## src/rtl/legacy_direct_unit.sv

```systemverilog
`default_nettype none
// ============================================================================
// Module   : legacy_direct_unit
// Summary  : Registered moving-window summer. out0 is the sum of the last
//            DEPTH samples of in0, narrowed to OW bits. Optional macro
//            LEGACY_DIRECT_SAT_EN makes the narrowing saturate instead of wrap.
// Revision : 1.0 - initial release
// ============================================================================
module legacy_direct_unit #(
  parameter int DEPTH = 6,
  parameter int IW    = 4,
  parameter int OW    = 3
) (
  input  logic          clk,
  input  logic          rstn,   // active-high despite the name
  input  logic [IW-1:0] in0,
  output logic [OW-1:0] out0
);

  localparam int SW = IW + $clog2(DEPTH + 1);

  logic [IW-1:0] hist [DEPTH];
  logic [SW-1:0] sum;
  logic [SW-1:0] next_sum;
  logic [OW-1:0] narrowed;

  // The oldest sample is always part of sum, so this never underflows.
  assign next_sum = sum + SW'(in0) - SW'(hist[DEPTH-1]);

  generate
    if (OW >= SW) begin : g_wide
      assign narrowed = OW'(next_sum);
    end else begin : g_narrow
`ifdef LEGACY_DIRECT_SAT_EN
      localparam logic [SW-1:0] MAX_OUT = SW'((1 << OW) - 1);
      assign narrowed = (next_sum > MAX_OUT) ? '1 : next_sum[OW-1:0];
`else
      assign narrowed = next_sum[OW-1:0];
`endif
    end
  endgenerate

  always_ff @(posedge clk or posedge rstn) begin
    if (rstn) begin
      for (int i = 0; i < DEPTH; i++) hist[i] <= '0;
      sum  <= '0;
      out0 <= '0;
    end else begin
      hist[0] <= in0;
      for (int i = 1; i < DEPTH; i++) hist[i] <= hist[i-1];
      sum  <= next_sum;
      out0 <= narrowed;
    end
  end

endmodule
`default_nettype wire

```

## config.mk

```make
export PLATFORM = sky130hd
export DESIGN_NAME = legacy_direct_unit
export DESIGN_NICKNAME = d
export VERILOG_FILES = /design/src/rtl/legacy_direct_unit.sv
export SDC_FILE = /design/constraint.sdc
export NUM_CORES = 1
export LEC_CHECK = 0
export ABC_AREA = 1
export CORE_MARGIN = 2
export CORE_UTILIZATION = 50
export CTS_BUF_LIST = sky130_fd_sc_hd__clkbuf_16
export CTS_CLUSTER_SIZE = 20
export DETAILED_ROUTE_END_ITERATION = 16
export PLACE_DENSITY = 0.82
export SYNTH_ARGS = -nofsm -noshare
export SYNTH_HDL_FRONTEND = slang
export SYNTH_SLANG_ARGS = --single-unit
```

## constraint.sdc

```tcl
create_clock -name clk -period 2.42 [get_ports clk]
set_input_delay 0.484 -clock clk [delete_from_list [all_inputs] [get_ports clk]]
set_output_delay 0.484 -clock clk [all_outputs]
set_load 0.01 [all_outputs]
```

==> flow_metrics.tcl, run 1 <==
set metrics [dict create \
    endpoint "sum[2]" \
    cts.sinks 21 \
    h-tree-depth 1 \
    synth.distinct_cells 8 \
    clockRootBuffer "clkbuf_16" \
    fillers 94 \
    cts_tree "done" \
    rows 13 \
    insertion_delay_ns 0.25 \
    setup-tns-final_ns 0 \
    p_switching_uw 249 \
    muxShareOfSynthArea_pct 0 \
    p_per_area_nw_per_um2 1140 \
    worst_slew_pin_slew_ns 0.728 \
    rr_endpoint "sum[2]" \
    drt_wl_total_um 888 \
    p_int_uw 723 \
    p_sw_share_pct 25.6 \
    synth-xor-area-share_pct 1.28 \
    antenna_cells 0 \
    worst-path-max-fanout 2 \
    reg2reg_from "out0[1]" \
    yosys_warnings 0 \
    final_max_slew_viol_count 0 \
    grt_pass1_vias 339 \
    regToRegSetupSlack_ns 0.60 \
    rsz0062_at_grt "no" \
    overflow 0 \
    power_frac_seq_pct 42.4 \
    syn_area_um2 682 \
    dieArea_um2 1680 \
    maxCapViolations 0 \
    drt_iter0_drc 1 \
    cts_inserted_buffers 3 \
    syn_to_final_growth_pct 24.6 \
    antenna_found_initial 0 \
    drc_errors 0 \
    cp.required_ns 2.56 \
    p_leak_uw 0.000431 \
    relSlewSlack_pct 51.4 \
    seq_area_frac_synth_pct 77.1 \
    period_minus_slack_ns 2.25 \
    syn_avg_cell_area_um2 14.8 \
    skew_ns 0.000690 \
    num_vias 329 \
    synth_top_cell_area_share_pct 77.1 \
    synthSimpleGateAreaFrac_pct 6.06 \
    synth_common_cells "dfrtp_1 (21), inv_1 (11), nand2_1 (5)" \
    final-hold-violation-count 0 \
    wl_per_cell_um 12.3 \
    synth_cells 46 \
    setup_slack_ns 0.171 \
    pwr-share-comb_pct 23.5 \
    die_w_um 40.9 \
    ant_nets 0 \
    synth.most_common_cell "dfrtp_1" \
    fp.coreArea_um2 1280 \
    ff2ff_path_depth 8 \
    grt_usage_pct 16.6 \
    vias_per_cell 4.57 \
    min_path_type "register to register" \
    grt_pass1_wl_um 1500 \
    clock_path_buffers 2 \
    gp_congestion 0.612 \
    synth_edf_count 0 \
    hpwl_um 567 \
    synth-seq-cells 21 \
    ioPinCount 9 \
    crit_path_end_kind "register" \
    synth_compound_gate_area_share_pct 0 \
    cts_resized 0 \
    post-cts-setup-buffers 0 \
    synthAdderAreaFrac_pct 9.54 \
    port_buffers 7 \
    vdd_drop_max_mv 0.606 \
    clkTransAtPathRegs_ns 0.05 \
    cp-startpoint "in0[1]" \
    cts.hold.buffers_added 0 \
    fin_nets 68 \
    fmax_mhz 445 \
    async_reset_ff_share_pct 100 \
    path_class "primary input to register" \
    grt_max_degree 22 \
    initial_core_util_pct 53.1 \
    ys.flop_type "dfrtp_1" \
    arrival_ns 2.39 \
    first_pass_iters 2 \
    clockPowerShare_pct 34.1 \
    period_share_pct 92.9 \
    dieHeight_um 40.9 \
    synthTopCellsByArea "dfrtp_1 (77%), inv_1 (6.1%), fa_1 (5.9%)" \
    worstSetupStartpointType "primary input" \
    status "finished, final reports clean" \
    dp_slack_ns -0.0864 \
    setup_viol 0 \
    synth_top_family_by_area "adder cells" \
    drive_gt1_share_pct 8.77 \
    synth_nets 56 \
    synth_top_cell_by_area "dfrtp_1" \
]
[worst min path at each step]
stage,slack (ns),start,depth (start not counted),to
after global routing,0.36,hist[20],0,hist[16]
after global placement,0.33,hist[4],0,hist[0]
after detailed placement,0.34,hist[18],0,hist[14]
final,0.35,hist[10],0,hist[6]
after floorplan,0.33,hist[4],0,hist[0]
after CTS,0.35,hist[10],0,hist[6]
[placed cells by master (no fill, tap or decap), drive strengths merged]
cell type,instances
nand2,7
clkbuf,3
dfrtp,21
clkdlybuf4s50,7
fa,2
nand3,2
inv,12
ha,2
xor2,1
[per-stage QoR]
stage,util (%),instance area (um2),hold slack [ns],power [uW],cells
global placement,60.0,771,0.333,639,68
detailed placement,60.0,771,0.336,651,68
CTS,66.1,850,0.351,990,72
floorplan,-,682,0.331,559,46
global route,66.1,850,0.361,1050,72
finish,66.1,850,0.350,972,72
[metal layers]
metal | track usage (%) | wire [um] | vias to the layer above
met3 | 8.15 | 40 | 2
li1 | - | - | 155
met4 | 12.5 | 27 | 0
met2 | 23.8 | 447 | 9
met1 | 18.9 | 373 | 163
met5 | 0 | 0 | -
[cell families after synthesis]
family	count (synthesis)
flip-flops	21
buffers and inverters	11
AND/OR/NAND/NOR	9
adder cells (fa/ha/maj)	4
XOR/XNOR	1
[worst max-delay path, stage by stage]
cell             delay (ns)
clkdlybuf4s50_1        0.48
inv_1                  0.07
fa_1                   0.53
inv_1                  0.05
fa_1                   0.45
inv_1                  0.07
nand3_1                0.10
nand3_1                0.09
nand2_1                0.05
[layout make-up]
type	count	area, um2	area share (%)
well taps	15	18.8	2.21
flip-flops and latches	21	526	61.9
inverters	11	41.3	4.86
repair buffers	7	70.1	8.25
clock inverters	1	3.75	0.442
multi-input cells	14	115	13.5
clock buffers	3	75.1	8.84
[state kept, by name, indices dropped and copies added, names as in the netlist]
| name | cells |
|---|---|
| hist | 18 |
| out0 | 2 |
| sum | 1 |
[power groups by stage]
stage / logic (uW) / registers (uW) / clock network [uW]
after floorplan: 129 / 430 / 0
after CTS: 235 / 414 / 341
after global placement: 223 / 416 / 0
after detailed placement: 232 / 419 / 0
final: 228 / 413 / 331
after global routing: 267 / 420 / 361
Power figures use the tool's default switching activity.
==> inputs of run 2 (changes only) <==
--- a/config.mk
+++ b/config.mk
@@ -12,6 +12,7 @@
 export CTS_CLUSTER_SIZE = 20
 export DETAILED_ROUTE_END_ITERATION = 16
 export PLACE_DENSITY = 0.82
+export SKIP_CTS_REPAIR_TIMING = 1
 export SYNTH_ARGS = -nofsm -noshare
 export SYNTH_HDL_FRONTEND = slang
 export SYNTH_SLANG_ARGS = --single-unit
==> results of run 2 <==
Final layout, timing and power as in run 1 (identical DEF).
==> patch (config.mk and constraints of run 1) <==
Add a define of `LEGACY_DIRECT_SAT_EN`.
--- a/src/rtl/legacy_direct_unit.sv
+++ b/src/rtl/legacy_direct_unit.sv
@@ -8,2 +8,4 @@
 // ============================================================================
+`define LEGACY_DIRECT_SAT_EN
+
 module legacy_direct_unit #(
Formal check against the unedited RTL: not equivalent (a bounded check fails within 4 cycles, from zero or initial values and one cycle with rstn high).
==> patch against run 1 <==
  * Worst setup slack gained 0.053 ns
  * Wire length grew to 2.7 times the old value
  * Final area grew 100%
  * Die area up 88%
  * Core utilization grew 1.2 points
  * Highest routed layer unchanged
  * Synthesized cell count rose to 2.5 times the old value
  * Total power grew to 2.7 times the old value
  * Synthesized area up 99%
  * Sequential cell count rose by 13
  * Count of clock-buffer cells in the layout increased by 2
  * Sequential share of layout area shrank 12 points
  * Sequential power is 75% higher
  * Clock power increased by 73%
==> patch: results (changes against run 1) <==
biggest registers after layout hist x24, sum x7, out0 x3; H-Tree Depth 2 (+1); syn nets 134 (+140%); GRT met3 Usage 7.21% (-0.94 points); CTS root buffer clkbuf_16; ant diodes 0 (unchanged); first-pass GRT wire length 4.17 mm (+180%); async set-reset flop share out of synthesis 100% (unchanged); Leak 0.885 nW (+110%); library cells used by synthesis 18 (+10); Least-Margin Pin Slew 0.396 ns (-0.332 ns); Layout Nets 156 (+130%); CP arrival 2.33 ns (-0.06 ns); sequential fraction of the synthesis area 62.6% (-15 points); Buffers on Ports 8 (+1); Clock Tree Buf Depth 2 (unchanged); DP HPWL 1.53 mm (+170%); synth warn 0 (unchanged); fraction of synthesized area in multiplexers 0% (unchanged); post-synthesis xor/xnor area fraction 1.29% (+0.0035 points); Synth Area in Adders 12.3% (+2.8 points); status complete, no violations; Reg clk slew, reported paths 0.05 ns (about the same); TritonCTS buffer count 5 (+2); grt met1 use 22.8% (+4.0 points); Clock Latency Late Sink 0.28 ns (+0.03 ns); internal power 1.64 mW (+130%); top cells by area, synth dfrtp_1, inv_1, ha_1; CP max-delay cell fa_1; met2 Resource Use GR 29.2% (+5.4 points); GRT Total Usage 19.1% (+2.4 points); worst hold path type reg -> reg; vias in the first global route 885 (+160%); initial DRC count 8 (+7); Synth Area in Compound Gates 1.10% (+1.1 points); RePlAce Congestion 0.804 (+31%); biggest cell delay along the critical path 0.55 ns (+0.02 ns); routed len/inst 14.4 µm (+17%); skew final 0.00604 ns (+0.00535 ns); Post-synth top cells dfrtp_1, inv_1, nand2_1, ha_1, nand3_1; drt first pass iters 4 (+2); via count 805 (+140%); Post-synth top flop dfrtp_1; layout cell share with drive strength beyond 1 19.4% (+11 points); Crit Path Max Fanout 4 (+2); initial antenna violation count 0 (unchanged); Peak VDD IR 1.01 mV (+67%); largest net degree at the start of global routing 35 (+59%)
==> patch: changes by cell type in the layout (fill, tap and decap cells not counted), sizes merged, moves of 3 or more <==
cell	change
dfrtp	+13
inv	+22
nor2	+3
buf	+7
nand4	+4
nand2	+11
nand3	+6
a21oi	+3
ha	+5
==> patch: area by class of cell <==
type                       count  area, µm²
timing repair buffer          15        136
clock buffer                   5        125
sequential                    34        851
clock inverter                 2       7.51
multi-input combinational     50        418
tap                           30       37.5
inverter                      33        124
fill                         169        823
==> patch: final timing paths <==
check / end / slack [ns] / depth (start not counted) / startpoint
setup / recovery: out0[1]$_DFF_PP0_ / 0.22 / 12 / in0[1]
hold / removal: hist[10]$_DFF_PP0_ / 0.34 / 0 / hist[14]$_DFF_PP0_
setup reg to reg: out0[1]$_DFF_PP0_ / 0.30 / 11 / sum[1]$_DFF_PP0_
hold reg to reg: hist[10]$_DFF_PP0_ / 0.34 / 0 / hist[14]$_DFF_PP0_
max in group asynchronous: hist[20]$_DFF_PP0_ / 1.51 / 3 / rstn
min in group asynchronous: hist[11]$_DFF_PP0_ / 0.62 / 3 / rstn
==> patch: cell families (layout without fill, tap and decap cells) <==
family | after synthesis | after routing
xor gates and xnor gates | 2 | 2
buffers and inverters | 33 | 55
DFF | 34 | 34
and+or+nand+nor | 34 | 34
AOI/OAI and AO/OA | 3 | 3
adders and majority gates | 11 | 11
==> patch: per-stage QoR <==
| step | utilization [%] | cell area [µm²] | total power [mW] | setup WS [ns] | cells |
|---|---|---|---|---|---|
| 2_1_floorplan | - | 1360 | 1.56 | 0.257 | 117 |
| 3_5_place_dp | 60.4 | 1520 | 1.94 | -0.382 | 161 |
| 5_1_grt | 67.4 | 1700 | 2.81 | 0.104 | 169 |
| 3_3_place_gp | 60.4 | 1520 | 1.88 | -0.287 | 161 |
| 4_1_cts | 66.8 | 1680 | 2.60 | 0.00800 | 168 |
| 6_report | 67.4 | 1700 | 2.62 | 0.224 | 169 |
==> patch: worst max-delay path: cells and delay by family <==
kind,cells,cell delay [ns]
adder cells (fa/ha/maj),2,0.86
AND/OR/NAND/NOR,6,0.52
buffers and inverters,4,0.46
==> patch: what timing repair did <==
action | CTS | global route
hold endpoints to repair | 0 | 0
setup buffers | 0 | 1
endpoints found under the setup margin | 4 | 4
gates resized for setup | 5 | 4
pin swaps | 2 | 4
==> patch: metal layers <==
metal  routed length (µm)  share of wire [%]
met1                 1070                 44
met2                 1200                 49
met3                   90                3.7
met4                   75                3.1
met5                    0                  0
==> patch: power by group through the flow <==
stage	sequential (mW)	clock [mW]	combinational, mW
floorplan	0.731	0	0.827
global placement	0.723	0	1.16
detailed placement	0.731	0	1.21
CTS	0.725	0.587	1.29
global route	0.734	0.615	1.46
finish	0.723	0.571	1.32
